<file path="src/rtl/full_adder_pkg.sv">
// -----------------------------------------------------------------------------
// full_adder_pkg
// Shared constants for the registered ripple-carry adder.
//   FA_MAX_WIDTH : largest operand width the adder is built for.
// -----------------------------------------------------------------------------
package full_adder_pkg;

  localparam int FA_MAX_WIDTH = 64;

endpackage : full_adder_pkg

</file>
<file path="src/rtl/full_adder_if.sv">
// -----------------------------------------------------------------------------
// full_adder_if
// Operand and result bundle for full_adder.
//   in_valid : qualifies a, b and cin in the current cycle
//   a, b     : WIDTH-bit unsigned operands
//   cin      : carry into bit 0
//   out_valid: s and cout hold a fresh result
//   s        : registered sum
//   cout     : registered carry out of the top bit
//
// Handshake: valid-only, there is no ready. Every cycle with in_valid=1 at a
// rising clock edge is accepted. Exactly one cycle later out_valid=1 with the
// matching result. No backpressure exists, so the consumer must take each
// result in the cycle it is presented.
// -----------------------------------------------------------------------------
interface full_adder_if #(
  parameter int WIDTH = 1
);

  logic             in_valid;
  logic [WIDTH-1:0] a;
  logic [WIDTH-1:0] b;
  logic             cin;
  logic             out_valid;
  logic [WIDTH-1:0] s;
  logic             cout;

  // Producer of operands and consumer of results.
  modport master (
    output in_valid, a, b, cin,
    input  out_valid, s, cout
  );

  // The adder itself.
  modport slave (
    input  in_valid, a, b, cin,
    output out_valid, s, cout
  );

endinterface : full_adder_if

</file>
<file path="src/rtl/full_adder_cell.sv">
// -----------------------------------------------------------------------------
// full_adder_cell
// Purely combinational 1-bit full adder. It is the leaf of the ripple chain.
//   a, b : operand bits
//   cin  : carry in
//   s    : sum bit,   a ^ b ^ cin
//   cout : carry out, majority(a, b, cin)
// -----------------------------------------------------------------------------
module full_adder_cell (
  input  logic a,
  input  logic b,
  input  logic cin,
  output logic s,
  output logic cout
);

  assign s    = a ^ b ^ cin;
  assign cout = (a & b) | (a & cin) | (b & cin);

endmodule : full_adder_cell

</file>
<file path="src/rtl/full_adder.sv">
// -----------------------------------------------------------------------------
// full_adder
// Registered WIDTH-bit ripple-carry adder: {cout, s} = a + b + cin, presented
// one clock after the operands are accepted.
//   clk  : system clock, all state updates on the rising edge
//   rst  : synchronous active-high reset; clears s, cout and out_valid
//   bus  : full_adder_if slave modport (in_valid, a, b, cin -> out_valid, s, cout)
// When in_valid=0 the sum and carry registers keep their last result and
// out_valid drops. out_valid is therefore the only indication of a new result.
// -----------------------------------------------------------------------------
module full_adder
  import full_adder_pkg::*;
#(
  parameter int WIDTH = 1
) (
  input  logic          clk,
  input  logic          rst,
  full_adder_if.slave   bus
);

  // Elaboration-time guard on the supported width range.
  if (WIDTH < 1 || WIDTH > FA_MAX_WIDTH) begin : g_width_check
    $error("full_adder: WIDTH %0d outside 1..%0d", WIDTH, FA_MAX_WIDTH);
  end

  // carry[i] is the carry into bit i. carry[WIDTH] is the final carry out.
  logic [WIDTH:0]   carry;
  logic [WIDTH-1:0] sum_comb;

  assign carry[0] = bus.cin;

  for (genvar i = 0; i < WIDTH; i++) begin : g_cell
    full_adder_cell u_cell (
      .a    (bus.a[i]),
      .b    (bus.b[i]),
      .cin  (carry[i]),
      .s    (sum_comb[i]),
      .cout (carry[i+1])
    );
  end

  // Output stage. Reset wins over in_valid, so a result in flight is dropped.
  always_ff @(posedge clk) begin
    if (rst) begin
      bus.s         <= '0;
      bus.cout      <= 1'b0;
      bus.out_valid <= 1'b0;
    end else begin
      bus.out_valid <= bus.in_valid;
      if (bus.in_valid) begin
        bus.s    <= sum_comb;
        bus.cout <= carry[WIDTH];
      end
    end
  end

endmodule : full_adder

</file>
<file path="src/flat_wrapper.sv">
// flat-port wrapper written by rule: the top's interface ports become plain ports
module full_adder_flat import full_adder_pkg::*;
#(
  parameter int WIDTH = 1
)
  (clk, rst, bus_in_valid, bus_a, bus_b, bus_cin, bus_out_valid, bus_s, bus_cout);
  full_adder_if #(.WIDTH(WIDTH)) bus_i ();
  input  logic clk;
  input  logic rst;
  input wire logic [$bits(bus_i.in_valid)-1:0] bus_in_valid;
  input wire logic [$bits(bus_i.a)-1:0] bus_a;
  input wire logic [$bits(bus_i.b)-1:0] bus_b;
  input wire logic [$bits(bus_i.cin)-1:0] bus_cin;
  output wire logic [$bits(bus_i.out_valid)-1:0] bus_out_valid;
  output wire logic [$bits(bus_i.s)-1:0] bus_s;
  output wire logic [$bits(bus_i.cout)-1:0] bus_cout;
  assign bus_i.in_valid = bus_in_valid;
  assign bus_i.a = bus_a;
  assign bus_i.b = bus_b;
  assign bus_i.cin = bus_cin;
  assign bus_out_valid = bus_i.out_valid;
  assign bus_s = bus_i.s;
  assign bus_cout = bus_i.cout;
  full_adder #(.WIDTH(WIDTH)) u_core (.clk(clk), .rst(rst), .bus(bus_i));
endmodule
</file>
<file path="config.mk">
export PLATFORM = sky130hd
export DESIGN_NAME = full_adder_flat
export DESIGN_NICKNAME = d
export VERILOG_FILES = /design/src/rtl/full_adder_pkg.sv /design/src/rtl/full_adder_if.sv /design/src/rtl/full_adder_cell.sv /design/src/rtl/full_adder.sv /design/src/flat_wrapper.sv
export SDC_FILE = /design/constraint.sdc
export NUM_CORES = 1
export LEC_CHECK = 0
export CORE_AREA = 2 2 39 41
export CTS_BUF_LIST = sky130_fd_sc_hd__clkbuf_2
export CTS_CLUSTER_DIAMETER = 40
export DETAILED_ROUTE_END_ITERATION = 10
export DIE_AREA = 0 0 41 43
export HOLD_SLACK_MARGIN = 0.03
export PLACE_DENSITY = 0.34
export SLEW_MARGIN = 15
export SYNTH_ARGS = -nofsm -noshare
export SYNTH_HDL_FRONTEND = slang
export SYNTH_SLANG_ARGS = --single-unit
</file>
<file path="constraint.sdc">
create_clock -name clk -period 0.99 [get_ports clk]
set_clock_uncertainty 0.05 [all_clocks]
set_input_delay 0.1485 -clock clk [delete_from_list [all_inputs] [get_ports clk]]
set_output_delay 0.1485 -clock clk [all_outputs]
set_load 0.01 [all_outputs]
</file>
# Word level (Yosys, flattened, before mapping)
# Index checks and enable logic that the tools add are counted.
[op_classes]
bitwise = 7
[ops]
columns = ["op", "n"]
rows = [
  ["bitwise AND 1 bit", 3],
  ["OR 1 bit", 2],
  ["bitwise XOR 1 bit", 2],
]
[word_totals]
regBits = 3
word_cells = 10

# Logic depth before layout (Yosys ltp)
# Gate-level depths: netlist of the first run.
[depth]
word_depth = 3
ltp_mapped = 3

# By module
# A second synthesis of the first run with hierarchy kept.
[unflattened]
cells_unflattened = 9
area_unflattened_um2 = 113.9
[modules_own_cells]
columns = ["module", "n_inst", "cells_each", "area_per_inst_um2", "seq_area_each_um2"]
rows = [
  ["full_adder", 1, 8, 93.8, 60.1],
  ["full_adder_cell", 1, 1, 20.0, 0.0],
]

# Worst setup path after synthesis of the first run
# No wires, ideal clock.
[synth_timing]
path_kind = "input to register"
from = "input bus_cin"
to = "register u_core.bus.s"
setup_ps = 114
arrival_ps = 769
path_slack_ps = 56
cell_stages = 3
cell_sequence = "fa_1 -> mux2i_1 -> nor2_1"
[synth_via]
elab_chain_cells = 1
[synth_lines]
columns = ["item", "line", "rtl"]
rows = [
  ["start, declared", "flat_wrapper.sv:13", "input wire logic [$bits(bus_i.cin)-1:0] bus_cin;"],
  ["bitwise XOR 1 bit", "full_adder_cell.sv:17", "assign s = a ^ b ^ cin;"],
  ["end signal, assigned", "full_adder.sv:51", "bus.s <= sum_comb;"],
  ["end, declared", "full_adder_if.sv:37", "output out_valid, s, cout"],
]
# Every way passes these cells.
# A chain may end at the register's enable or synchronous reset.

# Worst setup path after layout of the first run
[layout_timing]
from = "input bus_cin"
to = "register u_core.bus.s"
[layout_via]
elab_chain_cells = 1
[layout_lines]
columns = ["item", "line", "rtl"]
rows = [
  ["bitwise XOR 1 bit", "full_adder_cell.sv:17", ""],
  ["net u_core.g_cell[0].u_cell.s", "full_adder_cell.sv:13", "output logic s,"],
]
# The timed path passes the listed nets, and every way through them passes these cells.

==> flow_metrics.py, run 1 <==
metrics = {
    "pwr": {
        "p_per_area_mw_per_mm2": 1592,
        "power_frac_clock_pct": 47.6,
        "combPwrFrac_pct": 15.4,
        "switching_share_pct": 25.23,
        "fin_total_pwr_uw": 360.6,
        "p_leak_nw": 0.1050,
        "p_int_uw": 269.7,
        "switchingPower_uw": 90.97,
        "peakVddDrop_mv": 0.3233,
        "p_seq_share_pct": 37.0,
    },
    "route": {
        "vias": 110,
        "drc": 0,
        "wl_per_cell_um": 7.622,
        "viasPerCell": 2.973,
        "first_pass_iters": 2,
        "drt-initial-drc-count": 1,
        "postRouteAntennaNets": 0,
        "drt-total-wl_um": 282,
    },
    "clock_network": {
        "cts.clk_slew.worst_paths_ps": 40,
        "clk_path_buf_depth": 2,
        "cts_inserted_buffers": 3,
        "htree_levels": 1,
        "root_buffer": "clkbuf_2",
        "clock_latency_ps": 200,
        "cts_tree": "built",
        "cts_setup_buffers": 0,
        "clock_sinks": 3,
    },
    "final_layout": {
        "area_growth_pct": 98.90,
        "antennaDiodeCount": 0,
        "fin_nets": 29,
        "fin_cells": 37,
        "num-fill-cells": 158,
        "drive_gt1_share_pct": 23.81,
    },
    "placed_design": {
        "gp_congestion": 0.5972,
        "port_buffers": 8,
        "dp.cells": 33,
    },
    "synthesis": {
        "yosysMostFrequentCell": "dfxtp_1",
        "yosys_warnings": 0,
        "synth_top_cell_area_share_pct": 52.75,
        "synthFlopType": "dfxtp_1",
        "async_flop_share_pct": 0,
        "netlist_instances": 9,
        "synth_area_leader_cell": "dfxtp_1",
        "netlist_area_um2": 113.9,
        "ys_seq_elements": 3,
        "synthDistinctLibCells": 5,
        "synth_edf_count": 0,
        "synth_seq_area_share_pct": 52.75,
        "synthesis.nets": 16,
        "syn_avg_cell_area_um2": 12.65,
        "synth_common_cells": "dfxtp_1, mux2i_1, nor2_1",
        "ys_top_cells_by_area": "dfxtp_1, fa_1, mux2i_1",
    },
    "grt": {
        "grt-ovfl-total": 0,
        "grt_first_pass_wirelength_um": 414,
        "grt_max_degree": 4,
        "antenna_found_initial": 0,
        "gr-usage-all-layers_pct": 4.322,
        "grt_pass1_vias": 123,
    },
    "sta": {
        "setup-violations-final": 0,
        "fin_crit_sh_pct": 99.25,
        "finalMaxSlewViolations": 0,
        "fmax_mhz": 1018,
        "worst_slew_pin_slew_ps": 132.3,
        "final.min_clock_period_ps": 982.6,
        "hold_violations": 0,
        "rsz0062_at_grt": "true",
        "worst_slew_margin_rel_pct": 90.93,
    },
    "critical_path": {
        "start_kind": "input port",
        "worst-path-buf-inv": 1,
        "cp_cell_sequence": "dlygate4sd2_1, fa_1, mux2i_1, nor2_1",
        "crit_slowest_cell": "fa_1",
        "worstPathMaxFanout": 1,
        "required_ps": 1040,
        "cp_top_family": "adder cells",
        "path_class": "input port to flop",
        "worst_path_largest_cell_delay_ps": 440,
        "cp_data_arrival_time_ps": 1030,
        "crit_path_end_kind": "flop",
    },
    "die": {
        "die_h_um": 43,
        "rows": 14,
        "ios": 9,
        "die_area_mm2": 0.001763,
        "initial_utilization_pct": 8.228,
        "die_w_um": 41,
        "core_area_mm2": 0.001384,
    },
    "worst_hold_path": {
        "worstHoldPathType": "input port to flop",
    },
    "status": {
        "status": "complete, no violations",
    },
    "flow_run": {
        "maxCapViolCount": 0,
    },
}
cells by family (layout without fill, tap and decap cells):
kind of cell / after synthesis / in the layout / share of synthesized area [%]
fa+ha+maj: 1 / 1 / 17.58
buf+inv: 0 / 12 / 0
flops: 3 / 3 / 52.75
mux: 2 / 2 / 17.58
simple gates: 3 / 3 / 12.09
final timing paths:
kind                                      start              end  slack [ps]  cells past startpoint
worst max-delay path                    bus_cin     u_core.bus.s           7                      4
worst min-delay path                      bus_b     u_core.bus.s         430                      4
worst max register to register  u_core.bus.cout  u_core.bus.cout         350                      2
worst min register to register     u_core.bus.s     u_core.bus.s         440                      2
metrics by stage:
step | worst slack [ps] | instance area [um2] | hold WS (ps) | setup TNS, ps | utilization, %
floorplan | 56.30 | 113.9 | 170.1 | 0 | -
global placement | -406.3 | 214.0 | 432.4 | -898.1 | 15.46
detailed placement | -450.2 | 214.0 | 442.4 | -961.8 | 15.46
CTS | 7.465 | 232.7 | 419.9 | 0 | 16.82
global route | -11.19 | 226.5 | 460.7 | -11.19 | 16.37
finish | 7.405 | 226.5 | 426.6 | 0 | 16.37
layout make-up:
class / instances / area [um2] / share of cell area [%]
flip-flops and latches: 3 / 60.06 / 26.52
clock buffers: 4 / 20.02 / 8.840
repair buffers: 8 / 72.57 / 32.04
well taps: 16 / 20.02 / 8.840
multi-input cells: 6 / 53.80 / 23.76
cell usage in the layout, fill, tap and decap left out:
cell type | synthesis | layout
clkdlybuf4s50_1 | 0 | 2
dlygate4sd2_1 | 0 | 2
clkdlybuf4s15_1 | 0 | 3
mux2i_1 | 2 | 2
fa_1 | 1 | 1
nor2_1 | 2 | 2
nor2b_1 | 1 | 1
buf_2 | 0 | 1
clkbuf_2 | 0 | 4
dfxtp_1 | 3 | 3
per-layer routing:
metal,track usage (%),share of wire [%],vias up
li1,-,-,52
met1,3.548,49,49
met2,4.375,31,9
met3,6.283,20,0
met4,4.000,0,0
met5,0,0,-
worst register-to-register path, stage by stage (launching register included):
cell and delay (ps):
dfxtp_1 310, mux2i_1 130, nor2_1 50
power groups by stage:
stage	registers, mW	logic, mW	clock network, mW
final	0.134	0.0555	0.172
after global routing	0.134	0.0601	0.186
after floorplan	0.140	0.0147	0
after global placement	0.136	0.0619	0
after CTS	0.134	0.0579	0.182
after detailed placement	0.136	0.0653	0
registers in the layout, summed over array words and instances (netlist names):
signal                count
u_core.bus.cout           1
u_core.bus.out_valid      1
u_core.bus.s              1
timing repair:
item | CTS | global route
pin swaps | 2 | 1
setup endpoints to repair | 5 | 2
endpoints found under the hold margin | 0 | 0
gates cloned | 0 | 0
hold buffers | 0 | 0
resized for setup | 11 | 1
Power figures use the tool's default switching activity.
==> run 2, diff against run 1 <==
--- a/config.mk
+++ b/config.mk
@@ -5,11 +5,11 @@
 export SDC_FILE = /design/constraint.sdc
 export NUM_CORES = 1
 export LEC_CHECK = 0
-export CORE_AREA = 2 2 39 41
+export CORE_AREA = 4 4 41 43
 export CTS_BUF_LIST = sky130_fd_sc_hd__clkbuf_2
 export CTS_CLUSTER_DIAMETER = 40
 export DETAILED_ROUTE_END_ITERATION = 10
-export DIE_AREA = 0 0 41 43
+export DIE_AREA = 0 0 45 47
 export HOLD_SLACK_MARGIN = 0.03
 export PLACE_DENSITY = 0.34
 export SLEW_MARGIN = 15
==> constraint.sdc (replaced) <==
create_clock -name clk -period 1 [get_ports clk]
set_clock_uncertainty 0.05 [all_clocks]
set_input_delay 0.15 -clock clk [delete_from_list [all_inputs] [get_ports clk]]
set_output_delay 0.15 -clock clk [all_outputs]
set_load 0.01 [all_outputs]
==> flow_metrics.py, run 2 (synthesized netlist as in run 1, its figures left out) <==
metrics = {
    "route": {
        "vias": 110,
        "wl_per_cell_um": 8.833,
        "drt-initial-drc-count": 0,
        "drt-total-wl_um": 318,
        "first_pass_iters": 1,
        "postRouteAntennaNets": 0,
        "viasPerCell": 3.056,
        "drc": 0,
    },
    "pwr": {
        "p_seq_share_pct": 37.2,
        "peakVddDrop_mv": 0.2968,
        "switchingPower_uw": 90.85,
        "fin_total_pwr_uw": 356.7,
        "p_leak_nw": 0.1040,
        "combPwrFrac_pct": 15.0,
        "p_int_uw": 265.8,
        "p_per_area_mw_per_mm2": 1620,
        "power_frac_clock_pct": 47.8,
        "switching_share_pct": 25.47,
    },
    "die": {
        "initial_utilization_pct": 8.750,
        "core_area_mm2": 0.001301,
        "die_area_mm2": 0.002115,
        "rows": 13,
        "die_h_um": 47,
        "die_w_um": 45,
        "ios": 9,
    },
    "clock_network": {
        "clock_sinks": 3,
        "clk_path_buf_depth": 2,
        "cts_inserted_buffers": 3,
        "hold_buffers": 0,
        "clock_latency_ps": 200,
        "cts_tree": "built",
        "root_buffer": "clkbuf_2",
        "htree_levels": 1,
        "cts.clk_slew.worst_paths_ps": 40,
    },
    "status": {
        "status": "complete, no violations",
    },
    "placed_design": {
        "pre_cts_slack_ps": -436.0,
        "dp.cells": 32,
        "gp_congestion": 0.6259,
        "port_buffers": 8,
    },
    "critical_path": {
        "path_class": "input port to flop",
        "worst_path_largest_cell_delay_ps": 440,
        "cp_data_arrival_time_ps": 1020,
        "cp_cell_sequence": "dlygate4sd2_1, fa_1, mux2i_1, nor2_1",
        "worstPathMaxFanout": 1,
        "worst-path-buf-inv": 1,
        "cp_top_family": "adder cells",
        "crit_path_end_kind": "flop",
        "start_kind": "input port",
        "crit_slowest_cell": "fa_1",
        "required_ps": 1050,
    },
    "grt": {
        "grt_max_degree": 4,
        "grt_pass1_vias": 124,
        "antenna_found_initial": 0,
        "grt_first_pass_wirelength_um": 489,
        "grt-ovfl-total": 0,
        "gr-usage-all-layers_pct": 4.269,
    },
    "final_layout": {
        "fin_cells": 36,
        "area_growth_pct": 93.41,
        "antennaDiodeCount": 0,
        "layout_common_cells": "clkbuf_2, dfxtp_1",
        "largestRegisters": "u_core.bus.cout x1, u_core.bus.out_valid x1, u_core.bus.s x1",
        "num-fill-cells": 156,
        "drive_gt1_share_pct": 28.57,
        "final_common_cell": "clkbuf_2",
        "fin_nets": 29,
    },
    "sta": {
        "finalMaxSlewViolations": 0,
        "worst_slew_pin_slew_ps": 123.0,
        "fin_crit_sh_pct": 97.17,
        "final.min_clock_period_ps": 971.7,
        "rsz0062_at_grt": "true",
        "fmax_mhz": 1029,
        "fin_ws_ps": 28.26,
        "setup-violations-final": 0,
        "setup_tns_ps": 0,
        "whs_ps": 332.8,
        "worst_slew_margin_rel_pct": 91.57,
        "hold_violations": 0,
    },
    "worst_hold_path": {
        "worstHoldPathType": "input port to flop",
    },
    "flow_run": {
        "maxCapViolCount": 0,
    },
}
==> run 2: cell types whose count changed in the layout (fill, tap and decap cells not counted) <==
cell	delta
clkdlybuf4s15_1	-1
buf_2	-1
clkbuf_2	+2
==> run 2: routing by layer <==
layer	GRT usage (%)	wire [um]
met1	4.556	134
met2	3.390	97
met3	3.831	67
met4	7.018	19
met5	0	0
==> run 2: cell type report <==
class	count	area, um2	area share, %
repair buffers	8	67.56	30.68
well taps	15	18.77	8.523
flip-flops and latches	3	60.06	27.27
clock buffers	4	20.02	9.091
multi-input cells	6	53.80	24.43
==> run 2: what timing repair did <==
item                       CTS  global route
pin swaps                    1             1
setup endpoints to repair    5             2
gates resized for setup      9             3
setup buffers                0             0
==> run 2: final timing paths <==
kind                endpoint            start  cells past startpoint  slack, ps
min             u_core.bus.s          bus_cin                      4        330
max             u_core.bus.s            bus_a                      4         30
min reg2reg     u_core.bus.s     u_core.bus.s                      2        450
max reg2reg  u_core.bus.cout  u_core.bus.cout                      2        360
==> run 2: metrics by stage <==
stage | instance area (um2) | util [%]
floorplan | 113.9 | -
global placement | 212.7 | 16.35
detailed placement | 212.7 | 16.35
CTS | 229.0 | 17.60
global route | 220.2 | 16.92
finish | 220.2 | 16.92
==> run 2: worst min-delay path, stage by stage <==
cell and delay [ps]:
clkbuf_2 90, fa_1 170, mux2i_1 70, nor2_1 70
==> run 2: power by group through the flow <==
stage	logic (mW)	registers [mW]	clock network, mW
2_1_floorplan	0.0145	0.139	0
3_3_place_gp	0.0636	0.135	0
3_5_place_dp	0.0637	0.135	0
4_1_cts	0.0554	0.133	0.182
5_1_grt	0.0586	0.133	0.186
6_report	0.0534	0.133	0.171
==> run 3, diff against run 2 <==
--- a/config.mk
+++ b/config.mk
@@ -5,13 +5,14 @@
 export SDC_FILE = /design/constraint.sdc
 export NUM_CORES = 1
 export LEC_CHECK = 0
-export CORE_AREA = 4 4 41 43
+export ABC_AREA = 1
+export CORE_AREA = 2 2 39 41
 export CTS_BUF_LIST = sky130_fd_sc_hd__clkbuf_2
 export CTS_CLUSTER_DIAMETER = 40
 export DETAILED_ROUTE_END_ITERATION = 10
-export DIE_AREA = 0 0 45 47
-export HOLD_SLACK_MARGIN = 0.03
-export PLACE_DENSITY = 0.34
+export DIE_AREA = 0 0 41 43
+export HOLD_SLACK_MARGIN = 0.02
+export PLACE_DENSITY = 0.36
 export SLEW_MARGIN = 15
 export SYNTH_ARGS = -nofsm -noshare
 export SYNTH_HDL_FRONTEND = slang
==> flow_metrics.py, run 3 <==
metrics = {
    "final_layout": {
        "antennaDiodeCount": 0,
        "fin_nets": 37,
        "final_common_cell": "clkbuf_2",
        "area_growth_pct": 76.70,
        "largestRegisters": "u_core.bus.cout x1, u_core.bus.out_valid x1, u_core.bus.s x1",
        "final_core_util_pct": 16.46,
        "layout_common_cells": "clkbuf_2, nor2_1, inv_1, nand2_1, dfxtp_1",
        "fin_area_um2": 227.7,
        "drive_gt1_share_pct": 27.59,
    },
    "pwr": {
        "p_leak_nw": 0.1261,
        "switching_share_pct": 26.80,
        "fin_total_pwr_uw": 359.1,
        "combPwrFrac_pct": 15.4,
        "peakVddDrop_mv": 0.1812,
        "p_per_area_mw_per_mm2": 1577,
        "p_seq_share_pct": 36.9,
        "p_int_uw": 262.9,
        "switchingPower_uw": 96.25,
        "power_frac_clock_pct": 47.7,
    },
    "die": {
        "core_area_mm2": 0.001384,
        "die_w_um": 41,
        "ios": 9,
        "rows": 14,
        "die_h_um": 43,
        "initial_utilization_pct": 9.313,
        "die_area_mm2": 0.001763,
    },
    "clock_network": {
        "cts_tree": "built",
        "cts.clk_slew.worst_paths_ps": 40,
        "clock_sinks": 3,
        "htree_levels": 1,
        "clk_path_buf_depth": 2,
        "cts_inserted_buffers": 3,
        "hold_buffers": 0,
        "root_buffer": "clkbuf_2",
        "clock_latency_ps": 200,
    },
    "synthesis": {
        "synth_top_cell_area_share_pct": 46.60,
        "synth_seq_area_share_pct": 46.60,
        "synthDistinctLibCells": 5,
        "synth_compound_area_share_pct": 0,
        "yosys_warnings": 0,
        "synth_edf_count": 0,
        "netlist_area_um2": 128.9,
        "async_flop_share_pct": 0,
        "ys_top_cells_by_area": "dfxtp_1, fa_1, nor2_1",
        "synth_xor_area_share_pct": 0,
        "synth-simple-area-share_pct": 26.21,
        "synth_mux_area_share_pct": 0,
        "synth_top_family_by_area": "simple AND/OR/NAND/NOR gates",
        "ys_seq_elements": 3,
        "synth_area_leader_cell": "dfxtp_1",
        "synthFlopType": "dfxtp_1",
        "synth_common_cells": "nor2_1, inv_1, nand2_1",
        "yosysMostFrequentCell": "nor2_1",
        "synthesis.nets": 24,
        "synth_adder_area_share_pct": 15.53,
        "syn_avg_cell_area_um2": 7.581,
        "netlist_instances": 17,
    },
    "route": {
        "postRouteAntennaNets": 0,
        "first_pass_iters": 2,
        "viasPerCell": 3.022,
        "wl_per_cell_um": 6.689,
        "vias": 136,
        "drc": 0,
        "drt-total-wl_um": 301,
        "drt-initial-drc-count": 1,
    },
    "grt": {
        "antenna_found_initial": 0,
        "grt_first_pass_wirelength_um": 607,
        "gr-usage-all-layers_pct": 6.137,
        "grt-ovfl-total": 0,
        "grt_max_degree": 6,
        "grt_pass1_vias": 158,
    },
    "sta": {
        "worst_slew_margin_rel_pct": 89.32,
        "fmax_mhz": 1025,
        "final.min_clock_period_ps": 975.9,
        "worst_slew_pin_slew_ps": 159.7,
        "setup-violations-final": 0,
        "whs_ps": 383.3,
        "finalMaxSlewViolations": 0,
        "hold_violations": 0,
        "rsz0062_at_grt": "true",
        "fin_crit_sh_pct": 97.59,
    },
    "critical_path": {
        "worstPathMaxFanout": 1,
        "crit_path_end_kind": "flop",
        "start_kind": "input port",
        "path_class": "input port to flop",
        "path_common_cell": "nand2_1",
        "cp_data_arrival_time_ps": 1070,
        "crit_slowest_cell": "fa_1",
        "cp_cell_sequence": "dlygate4sd2_1, fa_1, inv_1, nand2_1, nand2_1, nor2_1",
        "required_ps": 1090,
        "worst_path_largest_cell_delay_ps": 470,
    },
    "placed_design": {
        "gp_congestion": 0.6445,
        "port_buffers": 8,
        "dpl_cell_area_um2": 229.0,
    },
    "status": {
        "status": "complete, no violations",
    },
    "flow_run": {
        "maxCapViolCount": 0,
    },
    "worst_hold_path": {
        "worstHoldPathType": "input port to flop",
    },
}
==> run 3: worst paths after layout <==
path	cells past startpoint	end	slack, ps	start
max	6	u_core.bus.s	20	bus_b
min	6	u_core.bus.s	380	bus_cin
max reg2reg	2	u_core.bus.cout	400	u_core.bus.cout
min reg2reg	2	u_core.bus.s	420	u_core.bus.s
==> run 3: logic make-up after synthesis <==
group | after synthesis
fa+ha+maj | 1
buf+inv | 4
flops | 3
simple gates | 9
==> run 3: repair_timing <==
item,in CTS,in global routing
resized for setup,10,5
setup buffers,0,0
pin swaps,2,1
endpoints found under the setup margin,5,4
gates cloned,0,0
==> run 3: final cells by class <==
type | instances | area (um2)
clock buffer | 4 | 20.02
fill | 161 | 1156
inverter | 4 | 15.01
tap | 16 | 20.02
timing repair buffer | 8 | 58.81
multi-input combinational | 10 | 53.80
sequential | 3 | 60.06
==> run 3: critical path, delay by kind of cell <==
family        cells  cell delay, ps
fa+ha+maj         1             470
buf+inv           2             280
simple gates      3             170
==> run 3: layer usage <==
metal	share of wire (%)	up-vias	GRT usage [%]	routed length (um)
met5	0	-	0	0
met3	21	2	5.236	63
met1	38	53	5.825	114
met4	6.0	0	10.00	18
li1	-	70	-	-
met2	35	11	5.625	104
==> run 3: metrics by stage <==
step	cells	setup TNS [ps]	setup WS (ps)
final	45	0	24.09
after CTS	45	0	6.070
after global routing	45	-25.17	-25.17
after global placement	41	-846.7	-412.5
after floorplan	17	0	47.03
after detailed placement	41	-937.5	-448.5
==> run 3: power groups by stage <==
stage | registers, mW | clock network, mW | logic, mW
6_report | 0.133 | 0.171 | 0.0552
3_5_place_dp | 0.135 | 0 | 0.0682
5_1_grt | 0.134 | 0.202 | 0.0646
3_3_place_gp | 0.134 | 0 | 0.0660
4_1_cts | 0.133 | 0.181 | 0.0605
2_1_floorplan | 0.139 | 0 | 0.0196
